## src/rtl/cache_controller_pkg.sv

```systemverilog
// Shared constants, FSM encoding and address helpers for the direct-mapped cache.
// The index is the address modulo the line count; the tag is everything above the index.
package cache_controller_pkg;

    localparam int ADDR_W  = 13;
    localparam int DATA_W  = 13;
    localparam int LINES   = 8;
    localparam int INDEX_W = 3;
    localparam int TAG_W   = ADDR_W - INDEX_W;
    localparam int CNT_W   = 8;

    typedef enum logic [2:0] {
        IDLE,
        FILL,
        WRITE_MEM,
        RESPOND,
        RELEASE
    } state_t;

    function automatic logic [INDEX_W-1:0] modulo(input logic [ADDR_W-1:0] addr);
        logic [ADDR_W-1:0] rem;
        rem = addr % ADDR_W'(LINES);
        return rem[INDEX_W-1:0];
    endfunction

    function automatic logic [TAG_W-1:0] getTag(input logic [ADDR_W-1:0] addr);
        return addr[ADDR_W-1:INDEX_W];
    endfunction

endpackage

```

## src/rtl/cache_controller_line_array.sv

```systemverilog
// Valid/tag/data storage for the cache: combinational read port, one synchronous write port.
// Only the valid bits are reset; stale tag/data behind a cleared valid bit is harmless.
module cache_line_array
    import cache_controller_pkg::*;
(
    input  logic               clk,
    input  logic               reset,
    input  logic [INDEX_W-1:0] rdIndex_i,
    output logic               rdValid_o,
    output logic [TAG_W-1:0]   rdTag_o,
    output logic [DATA_W-1:0]  rdData_o,
    input  logic               wrEn_i,
    input  logic [INDEX_W-1:0] wrIndex_i,
    input  logic [TAG_W-1:0]   wrTag_i,
    input  logic [DATA_W-1:0]  wrData_i
);

    logic [LINES-1:0]  valid_q;
    logic [TAG_W-1:0]  tag_q  [LINES];
    logic [DATA_W-1:0] data_q [LINES];

    always_ff @(posedge clk or posedge reset) begin
        if (reset) begin
            valid_q <= '0;
        end else if (wrEn_i) begin
            valid_q[wrIndex_i] <= 1'b1;
        end
    end

    always_ff @(posedge clk) begin
        if (wrEn_i) begin
            tag_q[wrIndex_i]  <= wrTag_i;
            data_q[wrIndex_i] <= wrData_i;
        end
    end

    assign rdValid_o = valid_q[rdIndex_i];
    assign rdTag_o   = tag_q[rdIndex_i];
    assign rdData_o  = data_q[rdIndex_i];

endmodule

```

## src/rtl/cache_controller.sv

```systemverilog
// Direct-mapped write-through, write-allocate cache between the CPU and Main_Memory.
// Requests are latched in IDLE; RELEASE waits for the CPU to drop its request so it is served once.
module cache_controller
    import cache_controller_pkg::*;
(
    input  logic              clk,
    input  logic              reset,
    input  logic [ADDR_W-1:0] cpu_address,
    input  logic [DATA_W-1:0] cpu_dataIn,
    input  logic              cpu_read,
    input  logic              cpu_write,
    input  logic              cpu_instruction,
    output logic [DATA_W-1:0] cpu_dataOut,
    output logic              cpu_done,
    output logic [ADDR_W-1:0] mem_address,
    output logic [DATA_W-1:0] mem_dataIn,
    input  logic [DATA_W-1:0] mem_dataOut,
    output logic              mem_read,
    output logic              mem_write,
    output logic              mem_instruction,
    input  logic              mem_done,
    output logic [CNT_W-1:0]  hit_count,
    output logic [CNT_W-1:0]  miss_count
);

    state_t            state_q;
    logic [ADDR_W-1:0] reqAddr_q;
    logic [DATA_W-1:0] reqData_q;
    logic              reqInstr_q;
    logic              memRead_q;
    logic              memWrite_q;
    logic              cpuDone_q;
    logic [DATA_W-1:0] cpuData_q;
    logic [CNT_W-1:0]  hitCnt_q;
    logic [CNT_W-1:0]  missCnt_q;

    logic              rdValid;
    logic [TAG_W-1:0]  rdTag;
    logic [DATA_W-1:0] rdData;
    logic              lookupHit;
    logic              wrEn;
    logic [DATA_W-1:0] wrData;

    // Lookup uses the live CPU address because the hit decision is made at the sampling edge.
    assign lookupHit = rdValid && (rdTag == getTag(cpu_address));
    assign wrEn      = mem_done && ((state_q == FILL) || (state_q == WRITE_MEM));
    assign wrData    = (state_q == FILL) ? mem_dataOut : reqData_q;

    cache_line_array u_lines (
        .clk       (clk),
        .reset     (reset),
        .rdIndex_i (modulo(cpu_address)),
        .rdValid_o (rdValid),
        .rdTag_o   (rdTag),
        .rdData_o  (rdData),
        .wrEn_i    (wrEn),
        .wrIndex_i (modulo(reqAddr_q)),
        .wrTag_i   (getTag(reqAddr_q)),
        .wrData_i  (wrData)
    );

    always_ff @(posedge clk or posedge reset) begin
        if (reset) begin
            state_q    <= IDLE;
            reqAddr_q  <= '0;
            reqData_q  <= '0;
            reqInstr_q <= 1'b0;
            memRead_q  <= 1'b0;
            memWrite_q <= 1'b0;
            cpuDone_q  <= 1'b0;
            cpuData_q  <= '0;
            hitCnt_q   <= '0;
            missCnt_q  <= '0;
        end else begin
            unique case (state_q)
                IDLE: begin
                    if (cpu_read || cpu_write) begin
                        reqAddr_q  <= cpu_address;
                        reqData_q  <= cpu_dataIn;
                        reqInstr_q <= cpu_instruction;
                        if (lookupHit) begin
                            if (hitCnt_q != {CNT_W{1'b1}}) hitCnt_q <= hitCnt_q + 1'b1;
                        end else begin
                            if (missCnt_q != {CNT_W{1'b1}}) missCnt_q <= missCnt_q + 1'b1;
                        end
                        // A simultaneous read and write is treated as a write.
                        if (cpu_write) begin
                            memWrite_q <= 1'b1;
                            state_q    <= WRITE_MEM;
                        end else if (lookupHit) begin
                            cpuData_q <= rdData;
                            cpuDone_q <= 1'b1;
                            state_q   <= RESPOND;
                        end else begin
                            memRead_q <= 1'b1;
                            state_q   <= FILL;
                        end
                    end
                end
                FILL: begin
                    if (mem_done) begin
                        memRead_q <= 1'b0;
                        cpuData_q <= mem_dataOut;
                        cpuDone_q <= 1'b1;
                        state_q   <= RESPOND;
                    end
                end
                WRITE_MEM: begin
                    if (mem_done) begin
                        memWrite_q <= 1'b0;
                        cpuDone_q  <= 1'b1;
                        state_q    <= RESPOND;
                    end
                end
                RESPOND: begin
                    cpuDone_q <= 1'b0;
                    state_q   <= RELEASE;
                end
                RELEASE: begin
                    if (!cpu_read && !cpu_write) state_q <= IDLE;
                end
                default: state_q <= IDLE;
            endcase
        end
    end

    assign cpu_dataOut     = cpuData_q;
    assign cpu_done        = cpuDone_q;
    assign mem_address     = reqAddr_q;
    assign mem_dataIn      = reqData_q;
    assign mem_read        = memRead_q;
    assign mem_write       = memWrite_q;
    assign mem_instruction = reqInstr_q;
    assign hit_count       = hitCnt_q;
    assign miss_count      = missCnt_q;

endmodule

```

## config.mk

```make
export PLATFORM = sky130hd
export DESIGN_NAME = cache_controller
export DESIGN_NICKNAME = d
export VERILOG_FILES = /design/src/rtl/cache_controller_pkg.sv /design/src/rtl/cache_controller_line_array.sv /design/src/rtl/cache_controller.sv
export SDC_FILE = /design/constraint.sdc
export NUM_CORES = 1
export LEC_CHECK = 0
export BUFFER_PORTS_ARGS = -buffer_cell sky130_fd_sc_hd__buf_2
export CAP_MARGIN = 20
export CORE_ASPECT_RATIO = 1.25
export CORE_MARGIN = 2
export CORE_UTILIZATION = 63
export CTS_CLUSTER_SIZE = 24
export DETAILED_ROUTE_END_ITERATION = 10
export GPL_ROUTABILITY_DRIVEN = 0
export GPL_TIMING_DRIVEN = 1
export MAX_ROUTING_LAYER = met4
export PLACE_DENSITY = 0.87
export SLEW_MARGIN = 20
export SYNTH_ARGS = -nofsm -noshare
export SYNTH_HDL_FRONTEND = slang
export SYNTH_SLANG_ARGS = --single-unit
```

## constraint.sdc

```tcl
create_clock -name clk -period 5.32 [get_ports clk]
set_input_delay 1.064 -clock clk [delete_from_list [all_inputs] [get_ports clk]]
set_output_delay 1.064 -clock clk [all_outputs]
set_load 0.005 [all_outputs]
```

* Yosys cells after proc, flatten, opt, wreduce, memory -nomap -nowiden
Memories as Yosys holds them, arrays and structs flattened.
Index checks and enable logic that the tools add are counted.
** Storage, ports and cells
- Bits in writable memories :: 184
- Bits of input ports :: 45
- Register bits :: 70
- Memories kept :: 2
- Logic and storage cells :: 88
** Memory list
- u_lines.data_q :: depth 8, width 13, rd ports 1, clocked after memory_dff 0, wr ports 1, RTL line cache_controller_line_array.sv:20 : logic [DATA_W-1:0] data_q [LINES];
- u_lines.tag_q :: depth 8, width 10, rd ports 1, clocked after memory_dff 0, wr ports 1, RTL line cache_controller_line_array.sv:19 : logic [TAG_W-1:0] tag_q [LINES];
** Operators by class
- Reduce and logical (&&, ||, !) cells :: 21
- $lt $le $gt $ge :: 3
- Bitwise logic cells :: 2
- Multiplexer cells :: 31
- Equal/unequal tests :: 16
- Add/subtract/negate cells :: 2
** Operator list (number)
- two-way mux 13 bit :: 5
- one-hot mux 13 bit (2 select lines) :: 1
- adder 8 x 1 -> 8 bit (second input constant) :: 2
- != test 2 bit (second input constant) :: 8
- != test 8 bit (second input constant) :: 2
- AND reduction 5 bit :: 3
- two-way mux 1 bit :: 14
- one-hot mux 3 bit (4 select lines) :: 1
- AND reduction 4 bit :: 3
- equality test 10 bit :: 1
- two-way mux 3 bit :: 3
- < comparator 3 x 4 -> 1 bit (second input constant) :: 2
- OR 8 bit :: 1
- equality test 3 x 2 -> 1 bit (second input constant) :: 2
- logical AND 1 bit :: 4
- two-way mux 2 bit :: 2
- one-hot mux 1 bit (2 select lines) :: 2
- nonzero test 2 bit :: 2
- binary-select mux 1 bit (select 3 bit) :: 1
- demux 1 bit (select 3 bit) :: 1
- equality test 3 x 1 -> 1 bit (second input constant) :: 1
- equality test 3 bit (second input constant) :: 1
- >= comparator 3 x 1 -> 1 bit (second input constant) :: 1
- logical NOT 3 bit :: 1
- other kinds (9) :: 11

* Logic depth before layout (Yosys ltp)
- Word-level depth :: 7
- Gate-level depth with buffers :: 12
- Gate-level depth less buffers :: 7

* Modules after synthesis
From an unflattened synthesis, not the netlist that was laid out.
** Unflattened totals
- Cell total of the unflattened synthesis :: 584
- Area, all modules :: 10387.5 µm²
** By module, submodules not included
- cache_line_array :: seq. area each 5725.5 µm², instances 1, area an instance 7310.8 µm², cells an instance 302
- cache_controller :: seq. area each 1551.5 µm², instances 1, area an instance 3076.7 µm², cells an instance 282

* Worst setup path after synthesis
Ideal clock, no wire load.
- Path kind :: input-to-reg
- From :: input cpu_address[1]
- To :: register cpuData_q[0] (netlist: cpu_dataOut[0])
- Data required time :: 5.195 ns
- Library setup time :: 0.125 ns
- Arrival time :: 3.575 ns
- Stages on the path :: 11
- Setup slack :: 1.620 ns
- Cell sequence :: buf_6 buf_8 mux4_2 mux2i_1 xor2_1 o211ai_1 or4_1 buf_6 a21boi_4 buf_12 mux2_4
** Between the ends
- Longest elaborated chain between the ends :: 5
- Elaborated cells between the ends (all ways) :: 12
- Classes of those cells :: 2 x eq/ne; 6 x mux; 2 x reduce/logical; 2 x memory
** RTL lines
- start: declaration :: RTL line cache_controller.sv:8 : input logic [ADDR_W-1:0] cpu_address,
- memory read (8 x 10 bit), or another cell as far along
- equality test 10 bit, or another cell as far along :: RTL line cache_controller.sv:45 : assign lookupHit = rdValid && (rdTag == getTag(cpu_address));
- logical AND 1 bit or two-way mux 13 bit (tied branches) :: RTL line cache_controller.sv:45, cache_controller.sv:87
- != test 2 bit (no source line) or two-way mux 13 bit (tied branches)
- AND reduction 5 bit (no source line) or one-hot mux 13 bit (2 select lines) (tied branches)
- end signal: assignment :: RTL line cache_controller.sv:91 : cpuData_q <= rdData;
- end signal: assignment :: RTL line cache_controller.sv:103 : cpuData_q <= mem_dataOut;
- end: declaration :: RTL line cache_controller.sv:33 : logic [DATA_W-1:0] cpuData_q;
Several ways; a longest one is shown, not always the timed one. The select of a mux whose other input is x is not followed.
A chain may end at the register's enable or synchronous reset.

* Worst setup path in the final report
- From :: input cpu_address[1]
- To :: register cpuData_q[10] (netlist: cpu_dataOut[10])
The elaborated chain is that of the path after synthesis.

==> impl_metrics.ini <==
[grt]
grt_use_met2_pct = 47.0
grt_use_met1_pct = 34.2
grt_antenna_before_repair = 0
track_usage_pct = 27.7
first_global_vias = 6283
grt.busiest_layer = met2
grt_pass1_wl_um = 35600
grt_max_degree = 71
grt.met3_usage_pct = 4.09
gr-total-overflow = 0

[routing]
wl_um = 22800
wl_per_cell_um = 23.9
drtPass1Iterations = 5
drtIter0Drc = 541
ant_nets = 0
viasPerCell = 6.22
route.detailed.drc = 0
num_vias = 5949

[worst_setup_path]
cp_max_fo = 16
cp.buffers_inverters = 3
crit_type = in -> reg
critPathSlowestCell = mux4_2
startpoint = cpu_address[1]
crit_path_frequent_cell = buf_4
cp-end-kind = flip-flop
critPathLaunchType = input pin
crit_arrival_ps = 4500
crit-reg2reg-launch = u_lines.tag_q[6][8]$_DFFE_PP_
cp_cell_sequence = buf_2, buf_4, mux4_2, mux2i_1, xnor2_1, nand2b_1, or4_1, buf_4, a21boi_4, mux2_2
cp_top_family = multiplexers
critPathRequiredTime_ps = 5720
cpPeakStageDelay_ps = 570
rrSetupSlack_ps = 1910

[power]
swShare_pct = 28.6
pwr-share-comb_pct = 22.1
p_leak_nw = 4.56
ir_drop_v = 0.000314
intPower_mw = 4.50
p_per_area_nw_per_um2 = 525
seqPwrFrac_pct = 49.6
p_sw_mw = 1.80
clock_power_share_pct = 28.3

[clocking]
cts_post_setup_buffers_inserted = 0
cts_resized = 0
insertion_delay_ps = 520
clk_path_buf_depth = 3
clock_sinks = 254
root_buffer = clkbuf_16
hold_buffers = 0
ctsHtreeMaxLevel = 1
path_clk_slew_ps = 60
cts_buffers = 24
cts_tree = built

[layout]
nFillCells = 972
drive_gt1_share_pct = 35.9
multi_input_area_um2 = 2930
syn_to_final_growth_pct = 15.7
antennaDiodeCount = 0
seqCellArea_um2 = 7280
post-route-util_pct = 74.3
num-nets-final = 769
final_cells = 956

[timing]
min_period_over_period_pct = 77.1
setup_viol = 0
finClkSkew_ps = 12.4
worst_pin_slew_ps = 1060
drv_slew = 0
hold_violations = 0
finalCriticalPeriod_ps = 4100
relSlewSlack_pct = 28.9
rsz0062_at_grt = false
fmax_mhz = 244
setup_tns_ps = 0

[place]
dp.cells = 912
port_buffers = 103
post-dp-hpwl_um = 13500

[die]
coreArea_um2 = 16100
rows = 52
fp.dieH_um = 147
start_util_pct = 64.3
fp.dieW_um = 119
io_pins = 104
dieArea_um2 = 17500

[synthesis]
syn_nets = 648
synthFlopType = edfxtp_1
synth_area_um2 = 10400
synth_seq_cells = 254
ys_seq_area_share_pct = 70.2
synth_warnings = 0
synthCells = 601
ys_types = 47
synthArstFlopShare_pct = 27.6
synth_edf_count = 184
avgSynthCellArea_um2 = 17.3

[worst_hold_path]
min_from = u_lines.valid_q[6]$_DFFE_PP0P_
hold_class = reg -> reg

[run]
drv_cap = 0

[outcome]
status = complete, no violations
## cell type report
type	count	share of cell area [%]
sequential	254	60.7
multi-input combinational	312	24.5
clock buffer	33	5.63
timing repair buffer	122	5.49
tap	216	2.25
clock inverter	11	1.25
inverter	8	0.250
## cells in the mapped netlist, types with 2 or more instances
master / count / area, µm²
a21oi_1: 7 / 35.0
ha_1: 2 / 25.0
nand3_1: 5 / 25.0
nor2b_1: 5 / 31.3
xor2_1: 11 / 96.3
mux2i_1: 28 / 280
o21a_1: 2 / 15.0
nor2_1: 19 / 71.3
nor3_1: 10 / 50.1
buf_2: 11 / 55.1
clkbuf_1: 10 / 37.5
or2_2: 8 / 50.1
o21ai_0: 22 / 110
nor4_1: 4 / 25.0
a2bb2oi_1: 3 / 26.3
o2111ai_1: 2 / 17.5
inv_1: 8 / 30.0
mux4_2: 42 / 946
xnor2_1: 11 / 96.3
dfrtp_1: 70 / 1750
nand2_1: 52 / 195
a22o_1: 2 / 17.5
mux2_4: 10 / 150
edfxtp_1: 184 / 5530
or3_1: 3 / 18.8
mux2_2: 37 / 417
and3_1: 4 / 25.0
buf_6: 2 / 22.5
nand2b_1: 8 / 50.1
buf_1: 2 / 7.51
## worst paths after layout
kind / endpoint / cells after the start
setup / recovery: cpu_dataOut[10]$_DFFE_PP0P_ / 10
hold / removal: u_lines.valid_q[6]$_DFFE_PP0P_ / 1
setup reg to reg: cpu_dataOut[10]$_DFFE_PP0P_ / 8
hold reg to reg: u_lines.valid_q[6]$_DFFE_PP0P_ / 1
max in group asynchronous: mem_instruction$_DFFE_PP0P_ / 3
min in group asynchronous: hit_count[0]$_DFFE_PP0P_ / 3
## layout by cell type, fill, tap and decap left out, types with 3 or more instances in the layout
| cell | n |
|---|---|
| mux2_2 | 37 |
| and3_1 | 4 |
| mux2i_1 | 28 |
| nor3_1 | 8 |
| nand2b_1 | 8 |
| or3_1 | 3 |
| clkinv_2 | 3 |
| buf_2 | 103 |
| nor2_1 | 12 |
| mux2_4 | 10 |
| nor2b_1 | 4 |
| or2_2 | 8 |
| clkbuf_16 | 25 |
| buf_4 | 19 |
| nand3_1 | 5 |
| xnor2_1 | 11 |
| bufinv_16 | 4 |
| clkinv_1 | 4 |
| o21ai_0 | 21 |
| nand2_1 | 52 |
| dfrtp_1 | 70 |
| nor4_1 | 4 |
| edfxtp_1 | 184 |
| a21oi_1 | 7 |
| clkbuf_1 | 6 |
| xor2_1 | 11 |
| nor2_2 | 7 |
| a2bb2oi_1 | 3 |
| mux4_2 | 42 |
| inv_1 | 7 |
## layer usage
| layer | up-vias | share of wire (%) | wire, µm |
|---|---|---|---|
| met1 | 3068 | 37 | 8550 |
| li1 | 2543 | - | - |
| met3 | 56 | 6.1 | 1400 |
| met4 | 0 | 3.1 | 716 |
| met5 | - | 0 | 0 |
| met2 | 282 | 53 | 12200 |
## registers in the layout (all words and copies together), names as in the netlist
| signal | count |
|---|---|
| hit_count | 8 |
| mem_address | 13 |
| state_q | 3 |
| miss_count | 8 |
| u_lines.valid_q | 8 |
| u_lines.tag_q | 80 |
| mem_read | 1 |
| u_lines.data_q | 104 |
| cpu_dataOut | 13 |
| cpu_done | 1 |
| mem_dataIn | 13 |
| mem_write | 1 |
| mem_instruction | 1 |
## kinds of logic (layout without fill, tap and decap cells)
group	Yosys count	in the layout	synth area share, %
adder cells (fa/ha/maj)	2	2	0.241
flip-flops	254	254	70.2
AND/OR/NAND/NOR	125	125	5.80
multiplexers	117	117	17.3
buffers and inverters	35	174	1.81
AO/OA/AOI/OAI	46	46	2.81
XOR/XNOR	22	22	1.86
## worst reg2reg max path: stages, from the launching register on
cell and delay, ps:
edfxtp_1 370, mux4_2 480, mux2i_1 230, xor2_1 200
nand3_1 210, or4_1 590, buf_4 240, a21boi_4 570
mux2_2 410
## per-stage QoR
step	setup slack [ps]	power, mW	cell area [µm²]	hold WS (ps)
detailed placement	684	4.51	11200	458
global route	1030	6.56	12000	491
floorplan	1620	3.93	10400	434
finish	1220	6.29	12000	474
CTS	1220	6.32	12000	474
global placement	768	4.39	11200	446
## power groups by stage
stage               sequential, mW  combinational (mW)  clock [mW]
floorplan                     3.05               0.877           0
global placement              3.09                1.30           0
detailed placement            3.14                1.37           0
CTS                           3.11                1.40        1.81
global route                  3.17                1.51        1.89
finish                        3.12                1.39        1.78
No activity file was read; power rests on OpenSTA's default activity.
